$ cat config.mk
export PLATFORM = sky130hd
export DESIGN_NAME = ds1302_timemod
export DESIGN_NICKNAME = d
export VERILOG_FILES = /design/src/rtl/ds1302_timemod.sv
export SDC_FILE = /design/constraint.sdc
export NUM_CORES = 1
export LEC_CHECK = 0
export CORE_MARGIN = 8
export CORE_UTILIZATION = 30
export CTS_BUF_LIST = sky130_fd_sc_hd__clkbuf_4 sky130_fd_sc_hd__clkbuf_8 sky130_fd_sc_hd__clkbuf_16
export DETAILED_ROUTE_END_ITERATION = 10
export DONT_BUFFER_PORTS = 1
export HOLD_SLACK_MARGIN = 0.03
export PLACE_DENSITY = 0.52
export SLEW_MARGIN = 20
export SYNTH_ARGS = -nofsm -noshare
export SYNTH_HDL_FRONTEND = slang
export SYNTH_SLANG_ARGS = --single-unit
$ cat constraint.sdc
create_clock -name CLOCK -period 2.8 [get_ports CLOCK]
set_input_delay 0.42 -clock CLOCK [delete_from_list [all_inputs] [get_ports CLOCK]]
set_output_delay 0.42 -clock CLOCK [all_outputs]
set_load 0.01 [all_outputs]
$ cat src/rtl/ds1302_timemod.sv
// Time-keeping front end for a DS1302 base module: clears write-protect after reset,
// polls sec/min/hour periodically and publishes them, and writes a new time on request.
module ds1302_timemod #(
  parameter int POLL_CYCLES = 5_000_000
) (
  input  logic       CLOCK,
  input  logic       RESET,
  input  logic       iSet,
  input  logic [7:0] iHour,
  input  logic [7:0] iMin,
  input  logic [7:0] iSec,
  output logic [7:0] oCall,
  input  logic       iDone,
  output logic [7:0] oData,
  input  logic [7:0] iData,
  output logic [7:0] oHour,
  output logic [7:0] oMin,
  output logic [7:0] oSec,
  output logic       oHalt,
  output logic       oValid,
  output logic       oBusy
);

  typedef enum logic [3:0] {
    INIT, IDLE, RD_SEC, RD_MIN, RD_HOUR, PUB,
    WR_CTRL, WR_HOUR, WR_MIN, WR_SEC, GAP
  } state_t;

  localparam logic [31:0] LAST_TICK = 32'(POLL_CYCLES - 1);

  state_t      state, stateNext;
  state_t      retState, retNext;
  logic [7:0]  callNext, dataNext;
  logic [31:0] timer;
  logic        pending;
  logic        expired;
  logic        cmdDone;
  logic [6:0]  latHour, latMin, latSec;
  logic [6:0]  shSec, shHour;
  logic [7:0]  shMin;
  logic        shHalt;
  logic        unusedBits;

  // The time fields are 7-bit BCD; bit 7 of each set input is never written.
  assign unusedBits = ^{iHour[7], iMin[7], iSec[7]};

  function automatic logic [7:0] cmdCode(input state_t s);
    case (s)
      INIT, WR_CTRL: cmdCode = 8'h80;
      WR_HOUR:       cmdCode = 8'h40;
      WR_MIN:        cmdCode = 8'h20;
      WR_SEC:        cmdCode = 8'h10;
      RD_HOUR:       cmdCode = 8'h04;
      RD_MIN:        cmdCode = 8'h02;
      RD_SEC:        cmdCode = 8'h01;
      default:       cmdCode = 8'h00;
    endcase
  endfunction

  function automatic state_t afterCmd(input state_t s);
    case (s)
      RD_SEC:  afterCmd = RD_MIN;
      RD_MIN:  afterCmd = RD_HOUR;
      RD_HOUR: afterCmd = PUB;
      WR_CTRL: afterCmd = WR_HOUR;
      WR_HOUR: afterCmd = WR_MIN;
      WR_MIN:  afterCmd = WR_SEC;
      default: afterCmd = IDLE;
    endcase
  endfunction

  assign expired = (timer == LAST_TICK);
  // A completion pulse only counts while a command is actually on the bus.
  assign cmdDone = (oCall != 8'h00) && iDone;
  assign oBusy   = !((state == IDLE) && !pending);

  always_comb begin
    stateNext = state;
    retNext   = retState;
    callNext  = oCall;
    dataNext  = oData;
    case (state)
      IDLE: begin
        if (pending || iSet) stateNext = WR_CTRL;
        else if (expired)    stateNext = RD_SEC;
      end
      PUB: stateNext = IDLE;
      GAP: stateNext = retState;
      default: begin
        // Command states: first cycle issues the call, then wait for completion.
        if (oCall == 8'h00) begin
          callNext = cmdCode(state);
          case (state)
            WR_HOUR: dataNext = {1'b0, latHour};
            WR_MIN:  dataNext = {1'b0, latMin};
            WR_SEC:  dataNext = {1'b0, latSec};
            default: dataNext = 8'h00;
          endcase
        end else if (iDone) begin
          callNext  = 8'h00;
          dataNext  = 8'h00;
          stateNext = GAP;
          retNext   = afterCmd(state);
        end
      end
    endcase
  end

  always_ff @(posedge CLOCK or negedge RESET) begin
    if (!RESET) begin
      state    <= INIT;
      retState <= IDLE;
      oCall    <= 8'h00;
      oData    <= 8'h00;
      timer    <= 32'd0;
      pending  <= 1'b0;
      oHour    <= 8'h00;
      oMin     <= 8'h00;
      oSec     <= 8'h00;
      oHalt    <= 1'b0;
      oValid   <= 1'b0;
    end else begin
      state    <= stateNext;
      retState <= retNext;
      oCall    <= callNext;
      oData    <= dataNext;
      timer    <= ((state == IDLE) && (stateNext == IDLE)) ? timer + 32'd1 : 32'd0;
      if ((state == IDLE) && (stateNext == WR_CTRL)) pending <= 1'b0;
      else if (iSet)                                 pending <= 1'b1;
      // Publish on the edge that enters PUB so oValid and the new time coincide.
      oValid <= (state == GAP) && (retState == PUB);
      if ((state == GAP) && (retState == PUB)) begin
        oSec  <= {1'b0, shSec};
        oMin  <= shMin;
        oHour <= {1'b0, shHour};
        oHalt <= shHalt;
      end
    end
  end

  always_ff @(posedge CLOCK) begin
    if (iSet) begin
      latHour <= iHour[6:0];
      latMin  <= iMin[6:0];
      latSec  <= iSec[6:0];
    end
    if (cmdDone) begin
      case (state)
        RD_SEC: begin
          shSec  <= iData[6:0];
          shHalt <= iData[7];
        end
        RD_MIN:  shMin  <= iData;
        RD_HOUR: shHour <= iData[6:0];
        default: ;
      endcase
    end
  end

endmodule
Word level (Yosys, flattened, before mapping)
Memories as Yosys holds them, arrays and structs flattened.
Cells that the tools add are included.
- $add $sub $neg: 1
- mux-type cells: 13
- reduce and logical (&&, ||, !) cells: 18
- bitwise logic cells: 2
- equal/unequal tests: 14
- operators with widths (cell ; number):
    adder 32 x 1 -> 32 bit, second input constant ; 1
    == test 32 x 23 -> 1 bit, second input constant ; 1
    2-to-1 mux 32 bit ; 1
    == test 4 x 3 -> 1 bit, second input constant ; 6
    2-to-1 mux 8 bit ; 3
    one-hot mux 4 bit (6 select lines) ; 1
    one-hot mux 7 bit (3 select lines) ; 1
    2-to-1 mux 4 bit ; 4
    == test 4 bit, second input constant ; 3
    one-hot mux 4 bit (3 select lines) ; 1
    == test 4 x 1 -> 1 bit, second input constant ; 2
    == test 4 x 2 -> 1 bit, second input constant ; 2
    zero test 8 bit ; 1
    AND reduction 2 bit ; 4
    nonzero test 8 bit ; 1
    logical AND 1 bit ; 5
    nonzero test 2 bit ; 2
    AND reduction 3 bit ; 1
    OR reduction 3 bit ; 1
    zero test 1 bit ; 2
    2-to-1 mux 1 bit ; 2
    NOT 1 bit ; 2
    logical OR 1 bit ; 1
- memories: 1
- output and inout bits: 43
- memory bits (read-only): 112
- register bits after elaboration: 125
- word-level logic and storage cells: 67
- memory list (name ; depth ; width ; read ports ; clocked after Yosys merged registers in ; wr ports ; line ; RTL):
    (name not given) ; 16 ; 7 ; 1 ; 0 ; 0 ; 48 ; case (s)

Depth between registers and ports, before layout
- depth after elaboration: 7
- mapped depth: 7

Worst setup path after synthesis
No wires, ideal clock.
- path type: flip-flop to flip-flop
- start point: register timer[13]
- end point: register timer[4]
- cell stages (with the launch flop): 6
- library setup time: 0.141 ns
- slack: 0.695 ns
- data arrival time: 1.964 ns
- period minus slack after synthesis: 2.105 ns
- cells stage by stage: dfrtp_1 -> or4b_2 -> or4_1 -> nor3_2 -> buf_2 -> nor3_1
- cells in the longest elaborated chain, start to end: 7
- ends and longest elaborated chain (what ; line ; RTL):
    start: declaration ; 34 ; logic [31:0] timer;
    start signal: assignment ; 127 ; timer <= ((state == IDLE) && (stateNext == IDLE)) ? timer + 32'd1 : 32'd0;
    == test 32 x 23 -> 1 bit ; 72 ; assign expired = (timer == LAST_TICK);
    2-to-1 mux 4 bit ; 85 ; else if (expired) stateNext = RD_SEC;
    2-to-1 mux 4 bit ; 84 ; if (pending || iSet) stateNext = WR_CTRL;
    one-hot mux 4 bit (3 select lines) ; 82 ; case (state)
    == test 4 x 1 -> 1 bit ; 127 ;
    logical AND 1 bit ; 127 ;
    2-to-1 mux 32 bit ; 127 ;
Every way passes these cells.
A chain may end at the register's enable or synchronous reset.

Final worst setup path
- start point: register timer[21]
- end point: register state[0]
- cells in the longest elaborated chain, start to end: 4
- ends and longest elaborated chain (what ; line ; RTL):
    == test 32 x 23 -> 1 bit ; 72 ;
    2-to-1 mux 4 bit ; 85 ;
    2-to-1 mux 4 bit ; 84 ;
    one-hot mux 4 bit (3 select lines) ; 82 ;
    named net stateNext[0] ; 31 ; state_t state, stateNext;
    end signal: assignment ; 123 ; state <= stateNext;
    end: declaration ; 31 ;
The timed path passes the listed nets, and every way through them passes these cells.

==> results.md <==
- Leakage: between 2 and 2.5 nW
- Seq/Total Area, Yosys: between 60% and 70%
- Final worst path period need: roughly 2.4 ns
- Syn Inst Count: between 400 and 500
- Period Utilization, post-route: a little over four fifths
- Synth Warn #: 0
- Sw Pwr: 1.770 mW
- Dpl cells: approximately 600
- Postcts setup bufs: 0
- Critical Path RT: just over 3 ns
- Syn-to-layout area delta: 16.96%
- Critical Path Sink Type: flip-flop
- CP Launch Type: flip-flop
- DIE AREA: 22160 um2
- Input/output buffers: 0
- Clock share of power: around 39%
- WS Path Type: reg -> reg
- Starting density of the core: between 30% and 40%
- Worst hold path class: in -> reg
- Hpwl dp: roughly 7600 um
- GRT Overall Usage: between 10% and 20%
- DRC viols: 0
- Die Y: 148.9 um
- Final Skew: between 0.01 and 0.015 ns
- Clk slew on worst S/H paths: roughly 0.060 ns
- Initial drt markers: ~240
- CORE AREA: between 15000 and 20000 um2
- H-Tree Depth: 4
- Final #Nets: 449
- Slew @ Worst Pin: between 1 and 1.5 ns
- Share of cells above drive strength 1: 17.65%
- Post-synth ARST share: 64.23%
- Synth Flop Type: dfrtp_1
- Root buf cell: clkbuf_16
- Final wirelength: 11630 um
- Via density: 5.282
- Sw Share: just under 30%
- Congestion Overflow GR: 0
- Status: complete, no violations
- Clock sinks: 123
- Register share of total power: between 40% and 50%
- Via count: between 3000 and 4000
- RSZ-0062 raised after global routing: no
- Mapped Area: ~5300 um2
- Vias in the first global route: between 3000 and 4000
- Antenna violations before repair: 0
- CP Max Fanout: 21
- Fin. Hold Viols: 0
- Number of synthesized register bits: around 120
- Count of pins over their slew limit: 0
- Worst-Skew Late Latency: about 0.42 ns
- VDD IR max: between 400 and 500 uV
- Reg-to-reg startpoint: timer[21]
- Die Wd: about 150 um
- Post-route setup TNS: 0 ns
- Start point of the critical path: timer[21]
- CP arrival: about 2.7 ns
- Worst Min Path Start: iData[6]
- Row count: between 40 and 50
- Comb pwr share: 17.6%
- Drt wl/cell: about 18 um
- Power Density: 970.9 nW/um2
- TritonCTS clock tree: yes
- Clock buffer depth: 2
- Unique masters post-synth: 60
- Antenna viol nets, final: 0
- First-pass GRT wire length: roughly 19000 um
- Fin cells: 650
- Largest net degree at the start of global routing: 80
- Max cap viols: 0
- Fmax: 424.8 MHz
- Slew HR: 24.70%
- I/O pins: about 80
- Diodes inserted: 0
- Int Pwr: 4.245 mW
- Syn Area/Cell: approximately 13 um2
- Setup violators final: 0
- Number of synthesized flops with an enable pin: between 40 and 50
- CTS buffer count: 17
- GPL Wtd Cong: approximately 0.79
- Pre-antenna DRT Iters: 4
==> synthesized netlist by cell type, types with 7 or more instances <==
library cell / number / area [um2]
nand4_1: 13 / 81.33
a211oi_1: 14 / 105.1
a22oi_1: 7 / 52.55
nor2_1: 10 / 37.54
o31ai_1: 10 / 75.07
clkbuf_1: 13 / 48.80
nor3_1: 14 / 70.07
mux2_2: 23 / 259.0
nand3_1: 11 / 55.05
a21oi_1: 8 / 40.04
dfrtp_1: 78 / 1952
nand2_1: 17 / 63.81
or4_1: 11 / 82.58
a22o_1: 11 / 96.34
o21ai_0: 11 / 55.05
xor2_1: 8 / 70.07
or3_1: 10 / 62.56
edfxtp_1: 44 / 1321
o2bb2ai_1: 7 / 61.31
==> timing repair <==
item / 4_1_cts / 5_1_grt
hold endpoints to repair: 79 / 0
gates resized for setup: 0 / 0
hold buffers: 2 / 0
==> per-stage QoR <==
step / total power, mW / hold slack, ns / utilization (%) / instance area (um2) / worst slack [ns]
floorplan: 3.326 / 0.1244 / - / 5308 / 0.6949
global placement: 3.633 / 0.1278 / 31.86 / 5512 / 0.4848
detailed placement: 3.654 / 0.1273 / 31.86 / 5512 / 0.4410
CTS: 6.073 / 0.07354 / 35.81 / 6195 / 0.4271
global route: 6.314 / 0.07116 / 35.81 / 6195 / 0.3321
finish: 6.015 / 0.08858 / 35.81 / 6195 / 0.4458
==> worst max-delay path, cell delays in order (launching register included) <==
cell	delay, ns
dfrtp_1	0.45
or4b_2	0.63
or4_1	0.56
nor3_4	0.15
buf_4	0.30
a221oi_1	0.12
==> power by group through the flow <==
stage | Combinational (mW) | Sequential [mW] | Clock (mW)
final | 1.06 | 2.59 | 2.37
after global routing | 1.18 | 2.64 | 2.49
after CTS | 1.07 | 2.59 | 2.41
after detailed placement | 1.03 | 2.63 | 0
after global placement | 1.01 | 2.62 | 0
after floorplan | 0.871 | 2.45 | 0
==> flip-flops by register name, indices dropped and copies added, names as in the netlist <==
register and cells:
oMin 8, oData 7, latHour 7, state 4
oHour 7, latMin 7, shMin 8, oHalt 1
shSec 7, timer 32, pending 1, oValid 1
latSec 7, oCall 7, shHalt 1, retState 4
oSec 7, shHour 7
==> cell usage in the layout, fill, tap and decap left out, types with 13 or more instances in the layout <==
| master | synthesis | routed |
|---|---|---|
| clkbuf_16 | 0 | 18 |
| mux2_2 | 23 | 23 |
| a211oi_1 | 14 | 14 |
| nor3_1 | 14 | 14 |
| nand2_1 | 17 | 17 |
| edfxtp_1 | 44 | 44 |
| dfrtp_1 | 78 | 78 |
| nand4_1 | 13 | 13 |
==> per-layer routing <==
layer | GRT usage, % | share of wire (%) | up-vias
li1 | - | - | 1588
met4 | 5.553 | 1.0 | 0
met1 | 13.55 | 45 | 1734
met3 | 4.066 | 7.5 | 12
met2 | 16.14 | 46 | 99
met5 | 0 | 0 | -
==> area by class of cell <==
class	instances	area (um2)
fillers	1652	11100
flip-flops and latches	123	3299
multi-input cells	255	1856
clock buffers	21	479.2
well taps	225	281.5
clock inverters	11	166.4
repair buffers	9	90.09
inverters	6	22.52
==> logic make-up (layout without fill, tap and decap cells) <==
family          count (synthesis)  in the layout  share of synthesized area, %
simple gates                  124            124                         14.27
buf+inv                        33             47                         3.000
xor+xnor                       13             13                         2.150
other cells                     1              4                       0.07080
flops                         123            123                         62.30
compound gates                 90             90                         13.09
fa+ha+maj                       1              1                        0.2362
mux                            23             23                         4.890
==> final timing paths <==
path / end / slack [ns] / depth (start not counted)
min: shHour[6] / 0.09 / 0
max in group asynchronous: retState[0] / 1.89 / 2
min in group asynchronous: oMin[3] / 0.58 / 2
max: state[0] / 0.45 / 5
min reg2reg: oMin[3] / 0.47 / 1
max reg2reg: state[0] / 0.45 / 5
(Power assumes the default switching activity.)
